--- config.mk ---
export PLATFORM = sky130hd
export DESIGN_NAME = min_pool_seq
export DESIGN_NICKNAME = d
export VERILOG_FILES = /design/src/rtl/min_pool_pkg.sv /design/src/rtl/min_9bit.sv /design/src/rtl/min_pool_seq.sv
export SDC_FILE = /design/constraint.sdc
export NUM_CORES = 1
export LEC_CHECK = 0
export ABC_AREA = 1
export ABC_CLOCK_PERIOD_IN_PS = 3800
export CORE_AREA = 2 2 61 63
export CTS_CLUSTER_DIAMETER = 40
export DETAILED_ROUTE_END_ITERATION = 8
export DIE_AREA = 0 0 63 65
export GPL_TIMING_DRIVEN = 0
export PLACE_DENSITY = 0.68
export SKIP_LAST_GASP = 1
export SYNTH_ARGS = -nofsm -noshare
export SYNTH_HDL_FRONTEND = slang
export SYNTH_SLANG_ARGS = --single-unit
--- constraint.sdc ---
create_clock -name clk -period 3.8 [get_ports clk]
set_input_delay 0.57 -clock clk [delete_from_list [all_inputs] [get_ports clk]]
set_output_delay 0.57 -clock clk [all_outputs]
set_load 0.02 [all_outputs]
--- src/rtl/min_pool_pkg.sv ---
// rtl/min_pool_pkg.sv - shared types, constants and compare helper for the min-pooling sequencer
package min_pool_pkg;

  typedef struct packed {
    logic       sign;
    logic [7:0] mag;
  } sm9_t;

  typedef enum logic [1:0] {
    IDLE  = 2'd0,
    ACCUM = 2'd1,
    HOLD  = 2'd2
  } pool_state_t;

  localparam logic [8:0] SM9_POS_ZERO = 9'h000;
  localparam logic [8:0] SM9_NEG_ZERO = 9'h100;

  // Strict sign-magnitude less-than; -0 sorts below +0.
  function automatic logic sm9_lt(input sm9_t a, input sm9_t b);
    if (a.sign != b.sign) return a.sign;
    if (a.sign)           return a.mag > b.mag;
    return a.mag < b.mag;
  endfunction

endpackage

--- src/rtl/min_9bit.sv ---
// rtl/min_9bit.sv - combinational sign-magnitude minimum of two 9-bit operands
module min_9bit
  import min_pool_pkg::*;
(
  input  logic [8:0] a,
  input  logic [8:0] b,
  output logic [8:0] y
);

  sm9_t sa, sb;
  logic a_lt_b;

  assign sa = sm9_t'(a);
  assign sb = sm9_t'(b);

  always_comb begin
    a_lt_b = 1'b0;
    if (sa.sign != sb.sign)
      a_lt_b = sa.sign;
    else if (sa.sign)
      a_lt_b = sa.mag > sb.mag;
    else
      a_lt_b = sa.mag < sb.mag;
  end

  // Ties take b; equal encodings are interchangeable.
  assign y = a_lt_b ? a : b;

endmodule

--- src/rtl/min_pool_seq.sv ---
// rtl/min_pool_seq.sv - streaming min-pooling sequencer over sign-magnitude operands
// MIN_POOL_ARGMIN_EN adds out_index, the zero-based position of the first minimum.
module min_pool_seq
  import min_pool_pkg::*;
#(
  parameter  int MAX_WIN = 16,
  localparam int CNT_W   = $clog2(MAX_WIN + 1)
) (
  input  logic             clk,
  input  logic             rst_n,
  input  logic [CNT_W-1:0] cfg_len,
  input  logic             in_valid,
  output logic             in_ready,
  input  logic [8:0]       in_data,
  input  logic             in_last,
  output logic             out_valid,
  input  logic             out_ready,
  output logic [8:0]       out_data,
`ifdef MIN_POOL_ARGMIN_EN
  output logic [CNT_W-1:0] out_index,
`endif
  output logic [CNT_W-1:0] out_count
);

  pool_state_t      state, state_nxt;
  logic [8:0]       acc, fold;
  logic [CNT_W-1:0] cnt, len, len_clamp, cnt_inc;
  logic             armed;
  logic             fire;

  assign len_clamp = (cfg_len == '0 || cfg_len > CNT_W'(MAX_WIN)) ? CNT_W'(MAX_WIN) : cfg_len;
  assign cnt_inc   = cnt + CNT_W'(1);
  assign fire      = in_valid & in_ready;

  min_9bit u_fold (
    .a (acc),
    .b (in_data),
    .y (fold)
  );

  always_ff @(posedge clk or negedge rst_n) begin
    if (!rst_n) state <= IDLE;
    else        state <= state_nxt;
  end

  always_comb begin
    state_nxt = state;
    case (state)
      IDLE:    if (fire) state_nxt = (in_last || len_clamp == CNT_W'(1)) ? HOLD : ACCUM;
      ACCUM:   if (fire && (cnt_inc == len || in_last)) state_nxt = HOLD;
      HOLD:    if (out_ready) state_nxt = IDLE;
      default: state_nxt = IDLE;
    endcase
  end

  // armed keeps in_ready low while reset is held, even though the reset state is IDLE.
  always_comb begin
    in_ready  = 1'b0;
    out_valid = 1'b0;
    case (state)
      IDLE, ACCUM: in_ready  = armed;
      HOLD:        out_valid = 1'b1;
      default:     ;
    endcase
  end

  always_ff @(posedge clk or negedge rst_n) begin
    if (!rst_n) begin
      armed <= 1'b0;
      acc   <= SM9_POS_ZERO;
      cnt   <= '0;
      len   <= '0;
    end else begin
      armed <= 1'b1;
      if (fire && state == IDLE) begin
        acc <= in_data;
        cnt <= CNT_W'(1);
        len <= len_clamp;
      end else if (fire && state == ACCUM) begin
        acc <= fold;
        cnt <= cnt_inc;
      end
    end
  end

  assign out_data  = acc;
  assign out_count = cnt;

`ifdef MIN_POOL_ARGMIN_EN
  logic [CNT_W-1:0] idx;

  always_ff @(posedge clk or negedge rst_n) begin
    if (!rst_n)
      idx <= '0;
    else if (fire && state == IDLE)
      idx <= '0;
    else if (fire && state == ACCUM && sm9_lt(sm9_t'(in_data), sm9_t'(acc)))
      idx <= cnt;
  end

  assign out_index = idx;
`endif

endmodule

======== After elaboration in Yosys (flattened, before gate mapping) ========
Index checks and enable logic that the tools add are counted.
cells by class
  add/subtract/negate cells ............... 1
  $mul .................................... 0
  div/mod/pow operators ................... 0
  order comparisons ....................... 3
  eq/ne operators ......................... 9
  shift operators ......................... 0
  mux-type cells .......................... 15
  bitwise logic cells ..................... 1
  reduce and logical (&&, ||, !) cells .... 12
operator list
  kind                                                   count
  2-to-1 mux 9 bit                                       3
  2-to-1 mux 5 bit                                       3
  greater-than comparator 8 bit                          1
  less-than comparator 8 bit                             1
  2-to-1 mux 2 bit                                       4
  != test 2 bit (second input constant)                  4
  case mux 2 bit (3 select lines)                        1
  adder 5 x 1 -> 5 bit (second input constant)           1
  == test 5 x 1 -> 1 bit (second input constant)         1
  == test 5 bit                                          1
  greater-than comparator 5 bit (second input constant)  1
  zero test 5 bit                                        1
  2-to-1 mux 1 bit                                       4
  logical AND 1 bit                                      3
  logical OR 1 bit                                       3
  AND reduction 3 bit                                    1
  == test 2 x 1 -> 1 bit (second input constant)         1
  == test 2 bit (second input constant)                  1
  zero test 2 bit                                        1
  AND reduction 2 bit                                    1
  nonzero test 2 bit                                     1
  OR reduction 2 bit                                     1
  bitwise AND 1 bit                                      1
  != test 1 bit                                          1
word-level totals
  bits in registers ....................... 22
  latch bits .............................. 0
  bits in writable memories ............... 0
  bits in read-only memories .............. 0
  input port bits ......................... 19
  output and inout port bits .............. 16
  word-level logic and storage cells ...... 46
  memories ................................ 0

======== Longest topological paths before layout ========
Gate-level depths: netlist of the first run.
  depth in word-level cells ............... 8
  mapped depth ............................ 15
  gate-level depth less buffers ........... 15

======== By module ========
Synthesis of the first run repeated with hierarchy kept, for this count alone.
unflattened totals
  cells, all modules ...................... 232
  area total of the unflattened synthesis .. 1590.3 µm²
by module, submodules not included
  module        instances  cells each  area each (µm²)  seq. area each (µm²)
  min_pool_seq  1          162         1201.2           550.5
  min_9bit      1          70          389.1            0.0

======== Least setup slack after synthesis of the first run ========
OpenSTA, ideal clock, no wires.
  path type ............................... input port to flip-flop
  start ................................... input in_data[7]
  end ..................................... register acc[1], in the netlist out_data[1]
  setup time .............................. 117 ps
  arrival time ............................ 1638 ps
  required time ........................... 3683 ps
  setup slack ............................. 2045 ps
  stages .................................. 11
  buffers on the path ..................... 0
  path through ............................ inv_1 ha_1 a21o_1 nor2_1 nand2_1 nand2_1 nand2_1 nand2_4 nand2_4 nand2_1 nand2_1
between the ends
  longest elaborated chain between the ends .. 5
  elaborated cells on any way between the ends .. 6
  classes of those cells .................. order compare: 2; eq/ne: 1; mux: 2; reduce/logical: 1
ends and longest elaborated chain
  element                                                                      line                            RTL
  start: declaration                                                           min_pool_seq.sv:14              input logic [8:0] in_data,
  less-than comparator 8 bit or greater-than comparator 8 bit (tied branches)  min_9bit.sv:23, min_9bit.sv:21
  2-to-1 mux 1 bit (*)                                                         min_9bit.sv:20                  else if (sa.sign)
  2-to-1 mux 1 bit (*)                                                         min_9bit.sv:18                  if (sa.sign != sb.sign)
  != test 2 bit (no line) (*)                                                  -
  AND reduction 2 bit (no line) (*)                                            -
  end signal: assignment                                                       min_pool_seq.sv:76              acc <= in_data;
  end signal: assignment                                                       min_pool_seq.sv:80              acc <= fold;
  end: declaration                                                             min_pool_seq.sv:26              logic [8:0] acc, fold;
Mark *: on every way between the ends. The rest lies on a longest branch, timed or not.
A chain may end at the register's enable or synchronous reset.

======== Final worst setup path of the first run ========
  start ................................... register state[1]
  end ..................................... output in_ready
between the ends
  longest elaborated chain between the ends .. 3
  elaborated cells on any way between the ends .. 4
  classes of those cells .................. eq/ne: 1; mux: 1; reduce/logical: 2
ends and longest elaborated chain
  element                                                    line                RTL
  start: declaration                                         min_pool_seq.sv:25  pool_state_t state, state_nxt;
  start signal: assignment                                   min_pool_seq.sv:43  else state <= state_nxt;
  == test 2 x 1 -> 1 bit or zero test 2 bit (tied branches)  min_pool_seq.sv:60  case (state)
  OR reduction 2 bit (*)                                     min_pool_seq.sv:60
  2-to-1 mux 1 bit (*)                                       min_pool_seq.sv:60
  end: declaration                                           min_pool_seq.sv:13  output logic in_ready,
Marks and branches as above.

==> qor.yml, run 1 <==
cts-buffers-inserted: 3
routed_wl_mm: 2.77
syn_avg_cell_area_um2: 7.61
setup_repair_after_global_routing_missed_its_margin: "no"
synth.yosys.seq_area_share: 0.397
grt.total_usage: 0.156
finClkSkew_ps: 11.3
most_common_cell_after_layout_fill_and_taps_aside: "sky130_fd_sc_hd__nand2_1"
drt_first_pass_iters: 4
p_switching_mw: 0.492
area_of_the_mapped_netlist_um2: 1390
cellInternalPower_mw: 0.707
grt_antenna_before_repair: 0
number_of_primary_i_o_pins: 35
timing.critical_path.to_type: "primary output"
clock_network_fraction_of_total_power: 0.153
r2r-start: "out_data[7]"
crit_path_time_final_ps: 2150
power_mw: 1.20
cts_resized: 0
htreeDepth: 1
timing_worst_setup_path_type: "flip-flop to primary output"
synth.distinct_cells: 25
hold_end: "out_data[0]"
grt.overflow.total: 0
hold_start: "out_data[0]"
timing_hold_violations_final: 0
worstPathMaxFanout: 5
die_width_um: 63
sw_frac_of_total: 0.410
timing.max_slew.rel_slack: 0.346
antenna_violating_nets_post_route: 0
outcome: "complete, no violations"
max_freq_ghz: 0.465
syn-instance-count: 182
post_drt_via_cell_ratio: 4.60
final_cell_mix: "54 x sky130_fd_sc_hd__nand2_1, 34 x sky130_fd_sc_hd__clkdlybuf4s50_1, 27 x sky130_fd_sc_hd__inv_1, 22 x sky130_fd_sc_hd__dfrtp_1, 17 x sky130_fd_sc_hd__nand3_1"
p_seq_frac: 0.343
postSynth.asyncResetShare: 1.00
slew_viol_final: 0
wire_per_inst_um: 10.3
hold_buffers: 0
antenna_cells: 0
place_congestion: 0.786
library_cell_used_as_clock_root_buffer: "sky130_fd_sc_hd__clkbuf_4"
initial_core_util: 0.396
cellLeakagePower_nw: 0.930
cts-root-to-sink-buffers: 2
die_y_um: 65
timing.reg2reg.setup_slack_ps: 2070
critical_path.startpoint_type: "flip-flop"
clkLatencyLatePin_ps: 320
core_area_um2: 3500
num-nets-final: 250
r2r.worst_path.cells: 10
first_pass_grt_wire_length_mm: 5.05
critical_path_arrival_ps: 1580
layout-area-overhead-vs-synth_pct: 32.7
mappedNetlistNets: 211
drt_first_iter_violations: 40
ys_seq_elements: 22
holdPathStages: 2
finalCritPeriodShare: 0.566
accumulated_negative_setup_slack_ps: 0
power_density_cells_nw_per_um2: 652
cap_viol_max_count: 0
die_area_um2: 4100
grt_start_max_net_pins: 23
cts_sinks: 22
route.vias.total: 1232
power.share.combinational: 0.504
worstReg2RegEnd: "out_data[4]"
post_route_cells_drive_above_1_share: 0.0682
max-vdd-ir-drop_uv: 238
timing.critical_path.required_ps: 3230
cts_tree: "done"
drc: 0
worst-slew-pin-transition_ps: 978
synth_enable_flop_cells: 0
synth-main-ff-cell: "sky130_fd_sc_hd__dfrtp_1"
cts_post_setup_buffers_inserted: 0
placement.io_buffers: 34
rows: 22
holdCritPathClass: "flip-flop to flip-flop"
clk_transition_reported_paths_ps: 120
grt_pass1_vias: 1196
dp.final_hpwl_mm: 2.19
ys.warnings.count: 0
finalSetupViolations: 0
## stage by stage
stage | std cells | hold WS [ps] | area, µm² | setup WS (ps) | utilization
3_5_place_dp | 264 | 485 | 1790 | 1390 | 0.511
3_3_place_gp | 264 | 481 | 1790 | 1400 | 0.511
5_1_grt | 268 | 546 | 1840 | 1520 | 0.526
2_1_floorplan | 182 | 274 | 1390 | 2040 | -
4_1_cts | 268 | 516 | 1840 | 1640 | 0.526
6_report | 268 | 513 | 1840 | 1650 | 0.526
## final cells by class
| type | instances | area, µm² |
|---|---|---|
| multi-input cells | 130 | 707 |
| fillers | 355 | 1660 |
| inverters | 28 | 105 |
| clock inverters | 1 | 30.0 |
| repair buffers | 34 | 340 |
| clock buffers | 3 | 22.5 |
| plain buffers | 2 | 22.5 |
| flip-flops and latches | 22 | 551 |
| well taps | 48 | 60.1 |
## layer usage
metal / global-route usage / up-vias / part of all wire
met2: 0.265 / 30 / 0.47
li1: - / 656 / -
met5: 0 / - / 0
met3: 0.0208 / 7 / 0.035
met1: 0.196 / 539 / 0.47
met4: 0.0722 / 0 / 0.024
## synthesized netlist by cell type, types with 2 or more instances
library cell | count | share of area
sky130_fd_sc_hd__ha_1 | 10 | 0.090
sky130_fd_sc_hd__nor2_1 | 15 | 0.041
sky130_fd_sc_hd__nand4_1 | 4 | 0.018
sky130_fd_sc_hd__nand2_1 | 54 | 0.15
sky130_fd_sc_hd__dfrtp_1 | 22 | 0.40
sky130_fd_sc_hd__nand2_4 | 3 | 0.024
sky130_fd_sc_hd__nand3_1 | 17 | 0.061
sky130_fd_sc_hd__xor2_1 | 2 | 0.013
sky130_fd_sc_hd__inv_1 | 27 | 0.073
sky130_fd_sc_hd__xnor2_1 | 2 | 0.013
sky130_fd_sc_hd__o22ai_1 | 2 | 0.0090
sky130_fd_sc_hd__buf_6 | 2 | 0.016
sky130_fd_sc_hd__nor2_2 | 2 | 0.0090
sky130_fd_sc_hd__and2_1 | 2 | 0.0090
sky130_fd_sc_hd__a21oi_1 | 3 | 0.011
sky130_fd_sc_hd__nor3_1 | 2 | 0.0072
sky130_fd_sc_hd__o21ai_0 | 5 | 0.018
## state kept, by name, summed over array words and instances (netlist names)
signal	cells
armed	1
len	5
out_count	5
out_data	9
state	2
## worst max-delay path: stages, from the launching register on
cell and delay, ps:
sky130_fd_sc_hd__dfrtp_1 450, sky130_fd_sc_hd__nor2_2 190, sky130_fd_sc_hd__clkdlybuf4s50_1 630
## kinds of logic (layout without fill, tap and decap cells)
group,count (synthesis),count (layout),share of synthesized area
other,1,1,0.00271
adders and majority gates,10,10,0.0903
AOI/OAI and AO/OA,14,14,0.0605
xor gates and xnor gates,4,4,0.0253
DFF,22,22,0.397
buffers and inverters,30,68,0.0921
and+or+nand+nor,101,101,0.332
## power groups by stage
stage / sequential, mW / clock (mW) / combinational, mW
after floorplan: 0.472 / 0 / 0.327
after global placement: 0.416 / 0 / 0.601
after detailed placement: 0.417 / 0 / 0.611
after CTS: 0.412 / 0.185 / 0.614
after global routing: 0.426 / 0.197 / 0.691
final: 0.411 / 0.184 / 0.604
## how the worst max path moves through the flow
stage | start | endpoint | cells past startpoint
3_5_place_dp | in_data[7] | out_data[2] | 12
5_1_grt | in_data[7] | out_data[3] | 11
3_3_place_gp | in_data[7] | out_data[2] | 12
4_1_cts | state[1] | in_ready | 2
6_report | state[1] | in_ready | 2
2_1_floorplan | in_data[7] | out_data[1] | 11
Power figures use the tool's default switching activity.
==> run 2, diff against run 1 <==
- ABC_CLOCK_PERIOD_IN_PS: 3800 -> 2000
- clock period: 3.8 -> 2 ns (I/O delays scaled with it)
==> run 2 against run 1 <==
Clock skew about the same. Cell count unchanged. Sequential share of layout area decreased by 0.14 points. First-iteration DRC count increased by 55%. Global-route usage unchanged. Die area unchanged. Critical endpoint unchanged. Largest power group unchanged. Highest routed layer unchanged.
==> qor.yml, run 2 (synthesized netlist as in run 1, its figures left out) <==
worst-slew-pin-transition_ps: 980
timing.reg2reg.setup_slack_ps: 280
critical_path.startpoint_type: "flip-flop"
timing_hold_violations_final: 0
max_freq_ghz: 0.531
dp_cells: 264
cts_resized: 0
timing.max_slew.rel_slack: 0.345
cellLeakagePower_nw: 0.930
number_of_primary_i_o_pins: 35
hold_slack_ps: 501
cts_sinks: 22
worstPathMaxFanout: 5
cap_viol_max_count: 0
critical-path-slowest-cell: "sky130_fd_sc_hd__clkdlybuf4s50_1"
critical-path-max-stage-delay_ps: 630
grt.overflow.total: 0
htreeDepth: 1
hold_buffers: 0
largest_reg_flops: 9
cts_tree: "done"
grt.total_usage: 0.156
outcome: "complete, no violations"
dp.final_hpwl_mm: 2.19
grt_start_max_net_pins: 23
initial_core_util: 0.396
final_cell_mix: "54 x sky130_fd_sc_hd__nand2_1, 34 x sky130_fd_sc_hd__clkdlybuf4s50_1, 27 x sky130_fd_sc_hd__inv_1, 22 x sky130_fd_sc_hd__dfrtp_1, 17 x sky130_fd_sc_hd__nand3_1"
r2r.worst_path.cells: 10
placement.io_buffers: 34
die_area_um2: 4100
worstReg2RegEnd: "out_data[2]"
antenna_violating_nets_post_route: 0
timing.critical_path.required_ps: 1700
grt_pass1_vias: 1196
first_pass_grt_wire_length_mm: 5.05
slew_viol_final: 0
max-vdd-ir-drop_uv: 457
cts_post_setup_buffers_inserted: 0
post_route_cells_drive_above_1_share: 0.0682
cts-buffers-inserted: 3
num-nets-final: 250
drc: 0
timing.critical_path.to_type: "primary output"
finalSetupViolations: 0
drt_first_iter_violations: 62
die_y_um: 65
route.vias.total: 1246
critical_path_arrival_ps: 1580
rows: 22
crit_chain: "nor2_2 > clkdlybuf4s50_1"
power_density_cells_nw_per_um2: 1240
finClkSkew_ps: 11.3
antenna_cells: 0
setup_repair_after_global_routing_missed_its_margin: "no"
die_width_um: 63
drt_first_pass_iters: 5
layout-area-overhead-vs-synth_pct: 33.3
timing_worst_setup_path_type: "flip-flop to primary output"
grt_antenna_before_repair: 0
wire_per_inst_um: 10.4
clkLatencyLatePin_ps: 320
post_drt_via_cell_ratio: 4.65
crit_family: "buffers and inverters"
routed_wl_mm: 2.78
power_mw: 2.29
finalCritPeriodShare: 0.941
final_util: 0.528
library_cell_used_as_clock_root_buffer: "sky130_fd_sc_hd__clkbuf_4"
r2r-start: "out_data[7]"
clk_transition_reported_paths_ps: 130
post_layout_nonfiller_instances: 268
crit_path_time_final_ps: 1880
most_common_cell_after_layout_fill_and_taps_aside: "sky130_fd_sc_hd__nand2_1"
cts-root-to-sink-buffers: 2
holdCritPathClass: "input pin to asynchronous set/reset pin"
place_congestion: 0.786
critPathBufInv: 1
core_area_um2: 3500
-- run 2: cell counts in the layout (fill, tap and decap cells not counted) --
No cell type changed its count.
-- run 2: how the worst max path moves through the flow --
| stage | start | to | slack, ps | cells past startpoint |
|---|---|---|---|---|
| 2_1_floorplan | out_data[7] | out_data[1] | 370 | 10 |
| 3_3_place_gp | in_data[7] | out_data[2] | -130 | 12 |
| 3_5_place_dp | in_data[7] | out_data[2] | -140 | 12 |
| 4_1_cts | state[1] | in_ready | 110 | 2 |
| 5_1_grt | in_data[7] | out_data[3] | 7 | 12 |
| 6_report | state[1] | in_ready | 120 | 2 |
-- run 2: metrics by stage --
stage               instance area (µm²)  setup WS, ps  setup TNS, ps
floorplan                          1390           369              0
global route                       1850          7.22              0
detailed placement                 1790          -145          -1250
finish                             1850           118              0
CTS                                1840           110              0
global placement                   1790          -134          -1170
-- run 2: area by class of cell --
cell class | instances | area (µm²)
Buffer | 2 | 22.5
Clock buffer | 3 | 22.5
Clock inverter | 1 | 30.0
Fill cell | 353 | 1650
Inverter | 28 | 105
Multi-Input combinational cell | 130 | 716
Sequential cell | 22 | 551
Tap cell | 48 | 60.1
Timing Repair Buffer | 34 | 340
-- run 2: power breakdown --
part           switching [mW]  internal (mW)  total [mW]
sequential              0.166          0.614       0.780
clock                   0.146          0.203       0.349
combinational           0.627          0.531        1.16
total                   0.939           1.35        2.29
-- run 2: routing by layer --
| layer | vias to the layer above | part of all wire | global-route usage |
|---|---|---|---|
| met3 | 7 | 0.036 | 0.0208 |
| met2 | 30 | 0.47 | 0.265 |
| met1 | 552 | 0.46 | 0.196 |
| met5 | - | 0 | 0 |
| met4 | 0 | 0.024 | 0.0722 |
| li1 | 657 | - | - |
